<file path="config.mk">
export PLATFORM = sky130hd
export DESIGN_NAME = mul_error_monitor
export DESIGN_NICKNAME = d
export VERILOG_FILES = /design/src/rtl/mul_err_pkg.sv /design/src/rtl/mul_error_monitor_ed_pipe.sv /design/src/rtl/mul_error_monitor.sv
export SDC_FILE = /design/constraint.sdc
export NUM_CORES = 1
export LEC_CHECK = 0
export ABC_AREA = 1
export BUFFER_PORTS_ARGS = -buffer_cell sky130_fd_sc_hd__buf_2
export CAP_MARGIN = 10
export CORE_ASPECT_RATIO = 1.2
export CORE_UTILIZATION = 61
export DETAILED_ROUTE_END_ITERATION = 10
export GPL_ROUTABILITY_DRIVEN = 0
export GPL_TIMING_DRIVEN = 0
export PLACE_DENSITY = 0.82
export SETUP_SLACK_MARGIN = 0.05
export SYNTH_ARGS = -nofsm -noshare
export SYNTH_HDL_FRONTEND = slang
export SYNTH_SLANG_ARGS = --single-unit
</file>
<file path="constraint.sdc">
create_clock -name clk -period 2.7 [get_ports clk]
set_input_delay 0.135 -clock clk [delete_from_list [all_inputs] [get_ports clk]]
set_output_delay 0.135 -clock clk [all_outputs]
set_load 0.1 [all_outputs]
</file>
<file path="src/rtl/mul_err_pkg.sv">
// Shared state encoding, operand/product widths and default accumulator
// widths for the approximate-multiplier error monitor.
package mul_err_pkg;

  typedef enum logic [1:0] {
    IDLE  = 2'd0,
    RUN   = 2'd1,
    DRAIN = 2'd2,
    DONE  = 2'd3
  } state_e;

  localparam int OP_W      = 8;
  localparam int PROD_W    = 16;
  localparam int DEF_SUM_W = 32;
  localparam int DEF_CNT_W = 17;

  // One extra bit keeps the sign of approx - exact before taking the magnitude.
  function automatic logic [PROD_W-1:0] abs_diff(input logic [PROD_W-1:0] x,
                                                 input logic [PROD_W-1:0] y);
    logic [PROD_W:0] diff;
    logic [PROD_W:0] neg;
    diff = {1'b0, x} - {1'b0, y};
    neg  = {(PROD_W+1){1'b0}} - diff;
    return diff[PROD_W] ? neg[PROD_W-1:0] : diff[PROD_W-1:0];
  endfunction

endpackage

</file>
<file path="src/rtl/mul_error_monitor_ed_pipe.sv">
// Two-stage pipe: stage 1 registers the exact product next to the approximate
// one, stage 2 registers their absolute difference (error distance).
module ed_pipe
  import mul_err_pkg::*;
(
  input  logic              clk,
  input  logic              rst_n,
  input  logic              in_valid,
  input  logic [OP_W-1:0]   a,
  input  logic [OP_W-1:0]   b,
  input  logic [PROD_W-1:0] approx_p,
  output logic              s1_valid,
  output logic              out_valid,
  output logic [PROD_W-1:0] ed
);

  logic              s1_valid_q, s1_valid_d;
  logic              s2_valid_q, s2_valid_d;
  logic [PROD_W-1:0] exact_q, exact_d;
  logic [PROD_W-1:0] approx_q, approx_d;
  logic [PROD_W-1:0] ed_q, ed_d;

  always_comb begin
    s1_valid_d = in_valid;
    exact_d    = exact_q;
    approx_d   = approx_q;
    s2_valid_d = s1_valid_q;
    ed_d       = ed_q;
    if (in_valid) begin
      exact_d  = PROD_W'(a) * PROD_W'(b);
      approx_d = approx_p;
    end
    if (s1_valid_q) begin
      ed_d = abs_diff(approx_q, exact_q);
    end
  end

  always_ff @(posedge clk or negedge rst_n) begin
    if (!rst_n) begin
      s1_valid_q <= 1'b0;
      s2_valid_q <= 1'b0;
      exact_q    <= '0;
      approx_q   <= '0;
      ed_q       <= '0;
    end else begin
      s1_valid_q <= s1_valid_d;
      s2_valid_q <= s2_valid_d;
      exact_q    <= exact_d;
      approx_q   <= approx_d;
      ed_q       <= ed_d;
    end
  end

  assign s1_valid  = s1_valid_q;
  assign out_valid = s2_valid_q;
  assign ed        = ed_q;

endmodule

</file>
<file path="src/rtl/mul_error_monitor.sv">
// Streaming error-statistics engine: counts accepted samples, runs them through
// ed_pipe and accumulates ED sum, ED max, mismatch count and sample count.
module mul_error_monitor
  import mul_err_pkg::*;
#(
  parameter int N_SAMPLES = 65025,
  parameter int SUM_W     = DEF_SUM_W,
  parameter int CNT_W     = DEF_CNT_W
) (
  input  logic              clk,
  input  logic              rst_n,
  input  logic              start,
  input  logic              in_valid,
  output logic              in_ready,
  input  logic [OP_W-1:0]   a,
  input  logic [OP_W-1:0]   b,
  input  logic [PROD_W-1:0] approx_p,
  output logic              busy,
  output logic              done,
  output logic [SUM_W-1:0]  ed_sum,
  output logic [PROD_W-1:0] ed_max,
  output logic [CNT_W-1:0]  num_wrong,
  output logic [CNT_W-1:0]  num_total
);

  localparam logic [CNT_W-1:0] LAST_IDX = CNT_W'(N_SAMPLES - 1);

  state_e            state_q, state_d;
  logic [CNT_W-1:0]  acc_cnt_q, acc_cnt_d;
  logic [SUM_W-1:0]  ed_sum_q, ed_sum_d;
  logic [PROD_W-1:0] ed_max_q, ed_max_d;
  logic [CNT_W-1:0]  num_wrong_q, num_wrong_d;
  logic [CNT_W-1:0]  num_total_q, num_total_d;

  logic              accept;
  logic              pipe_s1_valid;
  logic              pipe_out_valid;
  logic [PROD_W-1:0] pipe_ed;

  // Handshake: a sample transfers on a rising edge where in_valid && in_ready.
  // in_ready depends only on state and the accept count; the pipe never stalls.
  assign in_ready = (state_q == RUN) && (acc_cnt_q <= LAST_IDX);
  assign accept   = in_valid && in_ready;

  ed_pipe u_ed_pipe (
    .clk       (clk),
    .rst_n     (rst_n),
    .in_valid  (accept),
    .a         (a),
    .b         (b),
    .approx_p  (approx_p),
    .s1_valid  (pipe_s1_valid),
    .out_valid (pipe_out_valid),
    .ed        (pipe_ed)
  );

  always_comb begin
    state_d     = state_q;
    acc_cnt_d   = acc_cnt_q;
    ed_sum_d    = ed_sum_q;
    ed_max_d    = ed_max_q;
    num_wrong_d = num_wrong_q;
    num_total_d = num_total_q;

    if (pipe_out_valid) begin
      ed_sum_d    = ed_sum_q + SUM_W'(pipe_ed);
      num_total_d = num_total_q + CNT_W'(1);
      if (pipe_ed > ed_max_q) ed_max_d = pipe_ed;
      if (pipe_ed != '0)      num_wrong_d = num_wrong_q + CNT_W'(1);
    end

    case (state_q)
      IDLE, DONE: begin
        // Pipe is empty here, so clearing overrides nothing in flight.
        if (start) begin
          state_d     = RUN;
          acc_cnt_d   = '0;
          ed_sum_d    = '0;
          ed_max_d    = '0;
          num_wrong_d = '0;
          num_total_d = '0;
        end
      end
      RUN: begin
        if (accept) begin
          acc_cnt_d = acc_cnt_q + CNT_W'(1);
          if (acc_cnt_q == LAST_IDX) state_d = DRAIN;
        end
      end
      DRAIN: begin
        if (!pipe_s1_valid && !pipe_out_valid) state_d = DONE;
      end
      default: state_d = IDLE;
    endcase
  end

  always_ff @(posedge clk or negedge rst_n) begin
    if (!rst_n) begin
      state_q     <= IDLE;
      acc_cnt_q   <= '0;
      ed_sum_q    <= '0;
      ed_max_q    <= '0;
      num_wrong_q <= '0;
      num_total_q <= '0;
    end else begin
      state_q     <= state_d;
      acc_cnt_q   <= acc_cnt_d;
      ed_sum_q    <= ed_sum_d;
      ed_max_q    <= ed_max_d;
      num_wrong_q <= num_wrong_d;
      num_total_q <= num_total_d;
    end
  end

  assign busy      = (state_q == RUN) || (state_q == DRAIN);
  assign done      = (state_q == DONE);
  assign ed_sum    = ed_sum_q;
  assign ed_max    = ed_max_q;
  assign num_wrong = num_wrong_q;
  assign num_total = num_total_q;

endmodule

</file>
# Word-level counts from Yosys, hierarchy flattened
# Cells that the tools add are included.
# totals
out_inout_bits	85
reg_bits	151
inputBits	36
wordCells	63
# classes
multipliers	1
n_eq_ne	8
addsub	6
n_mux	23
order_cmp	2
reduce_logical	12
# op_table
operator	n
17-bit 2-to-1 mux	9
32-bit 2-to-1 mux	3
16-bit 2-to-1 mux	5
17-bit by 1-bit adder with 17-bit output (second input constant)	3
17-bit one-hot mux with 2 select lines	1
32-bit by 16-bit adder with 32-bit output	1
17-bit by 16-bit == test with 1-bit output (second input constant)	1
17-bit by 16-bit <= comparator with 1-bit output (second input constant)	1
16-bit by 16-bit subtractor with 17-bit output	1
16-bit > comparator	1
8-bit by 8-bit multiplier with 16-bit output	1
16-bit nonzero test	1
1-bit by 16-bit subtractor with 16-bit output (first input constant)	1
2-bit 2-to-1 mux	4
2-bit one-hot mux with 3 select lines	1
2-bit == test (second input constant)	2
2-bit by 1-bit inequality test with 1-bit output (second input constant)	2
2-bit inequality test (second input constant)	2
4-bit AND reduction	1
1-bit logical AND	3
3-bit AND reduction	1
2-bit by 1-bit == test with 1-bit output (second input constant)	1
1-bit logical NOT	2
2-bit logical NOT	1
other kinds (3)	3

# Logic depth before layout (Yosys ltp)
# Gate-level depths: netlist of run 1.
# logic_depth
ltp_word	5
mapped_depth	19
depth_no_buf	19

# Modules after synthesis
# Synthesis of run 1 repeated with hierarchy kept, for this count alone.
# hier_totals
hier_cells	1908
hier_area_um2	12928.6
# modules_own_cells
module	seq_area_each_um2	n_inst	area_per_inst_um2	cells_per_inst
mul_error_monitor	2527.4	1	7297.0	1101
ed_pipe	1251.2	1	5631.7	807

# Worst setup path before layout of run 1
# Ideal clock, no wire load.
# synth_timing
path_type	in2reg
start	input port a[0]
end	register u_ed_pipe.exact_q[12]
setup_ps	128
path_buffers	1
t_required_ps	2572
arrival_time_ps	3939
cell_stages	16
setup_slack_ps	-1366
path_cell_list	clkbuf_1 > nand2_1 > fa_1 > fa_1 > inv_1 > fa_1 > inv_1 > fa_1 > inv_1 > ha_1 > a21oi_1 > a21boi_0 > o21ai_0 > a31oi_1 > xor2_1 > o21ai_0
# synth_between
elab_chain_len	1
# synth_rtl
element	line_no	rtl
from (decl)	mul_error_monitor.sv:15	input logic [OP_W-1:0] a,
8-bit by 8-bit multiplier with 16-bit output	mul_error_monitor_ed_pipe.sv:30	exact_d = PROD_W'(a) * PROD_W'(b);
to (signal assigned)	mul_error_monitor_ed_pipe.sv:48	exact_q <= exact_d;
to (decl)	mul_error_monitor_ed_pipe.sv:19	logic [PROD_W-1:0] exact_q, exact_d;
# No other way between the ends.
# A chain may end at the register's enable or synchronous reset.

# Final worst setup path of run 1
# layout_timing
start	input port b[4]
end	register u_ed_pipe.exact_q[11]
# layout_between
elab_chain_len	1
# layout_rtl
element	line_no	rtl
from (decl)	mul_error_monitor.sv:16	input logic [OP_W-1:0] b,
8-bit by 8-bit multiplier with 16-bit output	mul_error_monitor_ed_pipe.sv:30	
# No other way between the ends.

==> reports/metrics.yaml, run 1 <==
synth:
  avgSynthCellArea_um2: 7.24
  synth_seq_area_share_pct: 31.4
  synthDistinctLibCells: 50
  synth-seq-cells: 151
  netlist_instances: 1662
  synth.cell_area_um2: 12000
  yosysWarnings: 0
  syn_nets: 1829
global_routing:
  grt_overflow: 0
  grt-busiest-layer: "met2"
  met1_usage_pct: 36.6
  grt_usage_pct: 32.0
  grt_first_pass_wirelength_mm: 51.4
  use_met3_pct: 3.91
  grt_use_met2_pct: 58.2
  grt_pass1_vias: 11200
  grt_max_degree: 83
  antenna_found_initial: 0
cells_and_area:
  syn_to_final_growth_pct: 19.5
  final_common_cell: "nand2_1"
  fillers: 1419
  post-route-util_pct: 75.5
  nNetsFinal: 1986
  most-common-layout-cells: "nand2_1, inv_1, dfrtp_1, nor2_1, buf_2"
  drive_gt1_share_pct: 16.2
  regArea_um2: 3780
  n_antenna_cell: 0
  multiInputGateArea_um2: 7350
  layout.cells.non_filler: 2088
routing:
  dr.pass1.iters: 5
  wire_per_inst_um: 15.1
  ant_nets: 0
  drtIter0Drc: 628
  vias_per_cell: 5.49
  totalWireLength_mm: 31.4
  drc: 0
  dr_total_vias: 11468
die:
  die_h_um: 156
  core_um2: 19100
  fp.dieW_um: 130
  initial_core_util_pct: 63.1
  io_pins: 121
  row_count: 55
  die_area_um2: 20300
timing:
  fin_ws_ns: -0.673
  setup_violations: 9
  fin_crit_sh_pct: 125
  rsz0062_at_grt: "yes"
  maxSlewViolCount: 0
  fmax_mhz: 296
  tightest_slew_ns: 0.777
  clock_skew_ns: 0.0136
  worst_hold_slack_ns: 0.0540
  finalHoldViolations: 0
  min_period_ns: 3.37
  relSlewSlack_pct: 48.2
clock_network:
  path_clk_slew_ns: 0.07
  cts_tree: "yes"
  h-tree-depth: 4
  clockBufferDepth: 2
  cts_buffers: 17
  clock-sinks: 151
  insertion_delay_ns: 0.44
  cts-root-buf: "clkbuf_16"
setup_path:
  cp_slowest_cell: "fa_1"
  cp_max_fo: 8
  r2r_slack_ns: 0.25
  path_cells: "clkbuf_8 -> nand2_4 -> inv_2 -> fa_1 -> fa_1 -> fa_1 -> inv_2 -> fa_1 -> inv_2 -> ha_4 -> a21oi_4 -> a21boi_4 -> o21ai_2 -> buf_4 -> a21oi_1 -> o21ai_1 -> o21ai_1"
  worst_path_most_repeated_cell: "fa_1"
  worstPathRequired_ns: 3.06
  cp-end-kind: "flop"
  cp-start-kind: "input pin"
  slowest_delay_ns: 0.56
  worstPathArrival_ns: 3.74
  path_class: "in2reg"
pwr:
  vdd.ir_drop.worst_uv: 793
  p_per_area_nw_per_um2: 1270
  power_leakage_nw: 7.70
placed_design:
  place_ws_ns: -1.20
  dpl.cell_count: 2023
  dp_hpwl_mm: 22.7
  portBuffers: 104
run_status:
  status: "complete, but fails checks"
  violations: "setup timing"
worst_hold_path:
  hold_class: "in2reg"
run:
  drv_cap: 0
cell families (layout without fill, tap and decap cells):
family	Yosys count	count (layout)	synth area share, %
AO/OA/AOI/OAI	252	252	12.0
XOR/XNOR	51	51	3.71
adder cells (fa/ha/maj)	131	131	16.0
buffers and inverters	325	495	10.4
flip-flops	151	151	31.4
AND/OR/NAND/NOR	752	752	26.4
cell type report:
type | count | share of cell area, %
Tap cell | 256 | 2.23
Inverter | 272 | 7.10
Clock inverter | 15 | 1.25
Sequential cell | 151 | 26.3
Buffer | 53 | 3.18
Timing Repair Buffer | 138 | 5.97
Clock buffer | 17 | 2.96
Multi-Input combinational cell | 1186 | 51.1
routing by layer:
| layer | vias up | share of wire, % |
|---|---|---|
| li1 | 5606 | - |
| met1 | 5397 | 39 |
| met2 | 362 | 52 |
| met3 | 103 | 4.8 |
| met4 | 0 | 4.3 |
| met5 | - | 0 |
metrics by stage:
| stage | area, um^2 | total power, W | TNS [ns] |
|---|---|---|---|
| finish | 14400 | 0.0182 | -4.63 |
| floorplan | 12300 | 0.0125 | -6.27 |
| detailed placement | 13200 | 0.0148 | -9.45 |
| global route | 14400 | 0.0197 | -5.66 |
| global placement | 13100 | 0.0145 | -113.08 |
| CTS | 14200 | 0.0177 | -3.76 |
registers in the layout, summed over array words and instances, names as in the netlist:
register,flops
ed_max,16
num_total,17
u_ed_pipe.ed,16
ed_sum,32
u_ed_pipe.exact_q,16
num_wrong,17
state_q,2
acc_cnt_q,17
u_ed_pipe.s1_valid,1
u_ed_pipe.approx_q,16
u_ed_pipe.out_valid,1
worst max-delay path, delay by kind of cell:
family          cells  cell delay, ns
compound gates      6            0.85
fa+ha+maj           5            2.28
buf+inv             5            0.41
simple gates        1            0.06
worst paths after layout:
| check | from | to | depth (start not counted) |
|---|---|---|---|
| setup reg to reg | u_ed_pipe.ed[0] | ed_sum[20] | 14 |
| max in group asynchronous | rst_n | u_ed_pipe.ed[0] | 3 |
| hold reg to reg | u_ed_pipe.s1_valid | u_ed_pipe.out_valid | 0 |
| setup / recovery | b[4] | u_ed_pipe.exact_q[11] | 17 |
| hold / removal | a[0] | u_ed_pipe.exact_q[0] | 3 |
| min in group asynchronous | rst_n | num_wrong[5] | 2 |
power breakdown:
group | total (W) | leakage (nW) | switching [W] | internal (W)
clock network | 0.00240 | 0.285 | 0.00115 | 0.00125
registers | 0.00367 | 1.99 | 0.000751 | 0.00292
logic | 0.0122 | 5.43 | 0.00831 | 0.00386
timing repair:
item                       4_1_cts  5_1_grt
setup endpoints to repair        9       21
resized for setup               51       27
hold buffers                    18        0
pin swaps                       26        9
setup buffers                    9        6
hold endpoints to repair       101        0
synth_stat cells (all sizes together):
master	instances	area, um^2
a211oi	9	67.6
a21boi	2	15.0
a21o	1	7.51
a21oi	86	434
a221oi	1	8.76
a22oi	1	7.51
a31oi	6	37.5
and2	5	31.3
and2b	1	7.51
buf	20	111
clkbuf	33	124
clkinv	1	3.75
dfrtp	151	3780
fa	38	761
ha	93	1160
inv	271	1020
nand2	435	1650
nand3	88	445
nand3b	4	30.0
nand4	21	131
nor2	144	563
nor3	25	130
nor3b	4	35.0
nor4	11	68.8
nor4b	1	8.76
o211ai	12	104
o21a	2	15.0
o21ai	127	707
o21bai	2	15.0
o311ai	1	16.3
o31ai	2	15.0
or2	13	81.3
xnor2	16	140
xor2	35	307
Power figures use the tool's default switching activity.
==> inputs of run 2 (changes only) <==
--- a/config.mk
+++ b/config.mk
@@ -5,15 +5,14 @@
 export SDC_FILE = /design/constraint.sdc
 export NUM_CORES = 1
 export LEC_CHECK = 0
-export ABC_AREA = 1
 export BUFFER_PORTS_ARGS = -buffer_cell sky130_fd_sc_hd__buf_2
 export CAP_MARGIN = 10
 export CORE_ASPECT_RATIO = 1.2
-export CORE_UTILIZATION = 61
+export CORE_UTILIZATION = 60
+export CTS_CLUSTER_DIAMETER = 150
 export DETAILED_ROUTE_END_ITERATION = 10
-export GPL_ROUTABILITY_DRIVEN = 0
 export GPL_TIMING_DRIVEN = 0
-export PLACE_DENSITY = 0.82
+export PLACE_DENSITY = 0.81
 export SETUP_SLACK_MARGIN = 0.05
 export SYNTH_ARGS = -nofsm -noshare
 export SYNTH_HDL_FRONTEND = slang
==> reports/metrics.yaml, run 2 <==
run_status:
  status: "complete, but fails checks"  # unchanged
  violations: "setup timing"  # unchanged
die:
  fp.dieW_um: 126  # was 130 um
  initial_core_util_pct: 62.1  # was 63.1%
  io_pins: 121  # unchanged
  die_area_um2: 18900  # was 20,300 um^2
  core_um2: 17800  # was 19,100 um^2
  die_h_um: 151  # was 156 um
  row_count: 53  # was 55
clock_network:
  h-tree-depth: 4  # unchanged
  cts_buffers: 17  # unchanged
  cts_tree: "yes"  # unchanged
  clock-sinks: 151  # unchanged
  clockBufferDepth: 2  # unchanged
  path_clk_slew_ns: 0.07  # about the same
  insertion_delay_ns: 0.43  # was 0.44 ns
  cts-root-buf: "clkbuf_16"  # unchanged
synth:
  netlist.area_leader.share_pct: 34.2  # was 31.4%
  syn_nets: 1404  # was 1,829
  synth_edf_count: 0  # unchanged
  async_reset_ff_share_pct: 100  # unchanged
  synth_ff_type: "dfrtp_1"  # unchanged
  synth_area_leaders: "dfrtp_1, ha_1, fa_1, nand2_1, inv_1"  # was dfrtp_1, nand2_1, ha_1, inv_1, fa_1
  yosysWarnings: 0  # unchanged
  synth-seq-cells: 151  # unchanged
  synthDistinctLibCells: 73  # was 50
  avgSynthCellArea_um2: 8.93  # was 7.24 um^2
  synth.top_cells.by_count: "dfrtp_1, nand2_1, inv_1"  # was nand2_1, inv_1, dfrtp_1
  netlist_instances: 1237  # was 1,662
  yosys.area.top_type: "dfrtp_1"  # unchanged
  synth_seq_area_share_pct: 34.2  # was 31.4%
  synth.cell_area_um2: 11000  # was 12,000 um^2
  yosysMostFrequentCell: "dfrtp_1"  # was nand2_1
global_routing:
  grt_overflow: 0  # unchanged
  grt_max_degree: 100  # was 83
  antenna_found_initial: 0  # unchanged
  grt_pass1_vias: 9671  # was 11,200
  grt_usage_pct: 29.0  # was 32.0%
  grt_first_pass_wirelength_mm: 44.0  # was 51.4 mm
routing:
  vias_per_cell: 5.81  # was 5.49
  drtIter0Drc: 474  # was 628
  dr.pass1.iters: 4  # was 5
  ant_nets: 0  # unchanged
  drc: 0  # unchanged
  dr_total_vias: 9748  # was 11,468
  wire_per_inst_um: 17.1  # was 15.1 um
  totalWireLength_mm: 28.7  # was 31.4 mm
cells_and_area:
  n_antenna_cell: 0  # unchanged
  most-common-layout-cells: "nand2_1, dfrtp_1, nor2_1, inv_1, buf_2"  # was nand2_1, inv_1, dfrtp_1, nor2_1, buf_2
  final_common_cell: "nand2_1"  # unchanged
  nNetsFinal: 1612  # was 1,986
  syn_to_final_growth_pct: 26.9  # was 19.5%
  largest_reg_flops: 32  # unchanged
  post-route-util_pct: 78.9  # was 75.5%
  drive_gt1_share_pct: 25.4  # was 16.2%
  layout.cells.non_filler: 1678  # was 2,088
pwr:
  switchingPower_w: 0.00995  # was 0.0102 W
  power_leakage_nw: 6.81  # was 7.70 nW
  p_comb_share_pct: 69.3  # was 66.7%
  power_frac_seq_pct: 18.4  # was 20.1%
  power.share.switching_pct: 50.5  # was 56.0%
  p_int_w: 0.00976  # was 0.00803 W
  vdd.ir_drop.worst_uv: 834  # was 793 uV
  p_per_area_nw_per_um2: 1410  # was 1270 nW/um^2
  p_clk_share_pct: 12.3  # was 13.2%
setup_path:
  path_class: "in2reg"  # unchanged
  cp_max_fo: 7  # was 8
  cp-end-kind: "flop"  # unchanged
  worstPathRequired_ns: 2.99  # was 3.06 ns
  cp-start-kind: "input pin"  # unchanged
  worstPathArrival_ns: 3.81  # was 3.74 ns
timing:
  fin_crit_sh_pct: 130  # was 125%
  setup_tns_ns: -6.35  # was -4.63 ns
  fin_ws_ns: -0.820  # was -0.673 ns
  setup_violations: 18  # was 9
  worst_hold_slack_ns: 0.0839  # was 0.0540 ns
  rsz0062_at_grt: "yes"  # unchanged
  min_period_ns: 3.52  # was 3.37 ns
  fmax_mhz: 284  # was 296 MHz
  clock_skew_ns: 0.00831  # was 0.0136 ns
  tightest_slew_ns: 0.734  # was 0.777 ns
  maxSlewViolCount: 0  # unchanged
  finalHoldViolations: 0  # unchanged
  relSlewSlack_pct: 51.1  # was 48.2%
run:
  drv_cap: 0  # unchanged
placed_design:
  dp_hpwl_mm: 19.0  # was 22.7 mm
  dpl.cell_count: 1578  # was 2,023
  place_ws_ns: -1.39  # was -1.20 ns
  gp_congestion: 0.858
  portBuffers: 120  # was 104
worst_hold_path:
  hold_class: "in2reg"  # unchanged
run 2: cell types whose count changed in the layout (fill, tap and decap cells not counted), sizes merged, moves of 11 or more:
| cell | delta |
|---|---|
| mux2i | +30 |
| xnor2 | +34 |
| and2 | +56 |
| inv | -142 |
| a21o | +13 |
| or3 | +16 |
| a21oi | -11 |
| o21ai | -67 |
| nor2 | -17 |
| or2 | -11 |
| and3 | +17 |
| nand2 | -291 |
| buf | +36 |
| nand3 | -67 |
run 2: worst max-delay path: stages:
cell and delay, ns:
buf_12 0.11, and2_4 0.15, fa_2 0.39, fa_1 0.51
inv_2 0.04, fa_1 0.46, fa_1 0.52, inv_2 0.05
ha_4 0.28, inv_2 0.05, o21ai_2 0.18, a21oi_4 0.10
o21bai_4 0.18, nand4_1 0.14, a31oi_1 0.20, xnor2_1 0.20
o21ai_1 0.10
run 2: routing by layer:
layer  part of all wire [%]  vias up  GRT usage, %  wire [um]
met2                     53      313          53.8      15100
met1                     39     4769          33.2      11200
met3                    4.3       95          4.51       1240
li1                       -     4571             -          -
met5                      0        -             0          0
met4                    4.0        0          12.7       1140
run 2: timing repair:
| item | 4_1_cts | 5_1_grt |
|---|---|---|
| hold buffers | 18 | 0 |
| pin swaps | 53 | 57 |
| resized for setup | 83 | 85 |
| gates cloned | 0 | 1 |
| endpoints found under the hold margin | 69 | 0 |
| setup buffers | 25 | 26 |
| endpoints found under the setup margin | 43 | 56 |
run 2: cells by family after synthesis:
group	synth area share, %
buf+inv	5.63
simple gates	19.5
mux	3.33
xor+xnor	6.90
flops	34.2
fa+ha+maj	17.4
compound gates	13.0
run 2: stage by stage:
stage / total power, W / instance area [um^2]
after global routing: 0.0208 / 14000
after detailed placement: 0.0143 / 12200
final: 0.0197 / 14000
after floorplan: 0.0121 / 11200
after CTS: 0.0181 / 13500
after global placement: 0.0139 / 12100
run 2: cell type report:
type / instances / area, um^2
inverters: 129 / 487
plain buffers: 32 / 160
clock buffers: 18 / 429
flip-flops and latches: 151 / 3820
multi-input cells: 925 / 7300
clock inverters: 14 / 163
fillers: 1103 / 3760
well taps: 220 / 275
repair buffers: 189 / 1380
run 2: power by group through the flow:
stage / logic (W) / clock network, W / registers, W
2_1_floorplan: 0.00720 / 0 / 0.00494
3_3_place_gp: 0.0104 / 0 / 0.00357
3_5_place_dp: 0.0107 / 0 / 0.00360
4_1_cts: 0.0121 / 0.00243 / 0.00357
5_1_grt: 0.0146 / 0.00253 / 0.00368
6_report: 0.0137 / 0.00242 / 0.00362
run 2: path summary, 6_finish.rpt:
kind | start | to | slack [ns] | depth (start not counted)
setup / recovery | a[3] | u_ed_pipe.exact_q[14] | -0.82 | 17
hold / removal | b[0] | u_ed_pipe.exact_q[0] | 0.08 | 3
setup reg to reg | u_ed_pipe.approx_q[1] | u_ed_pipe.ed[10] | -0.20 | 10
hold reg to reg | u_ed_pipe.exact_q[5] | u_ed_pipe.exact_q[5] | 0.48 | 2
max in group asynchronous | rst_n | ed_max[1] | 1.60 | 3
min in group asynchronous | rst_n | ed_sum[11] | 0.21 | 2
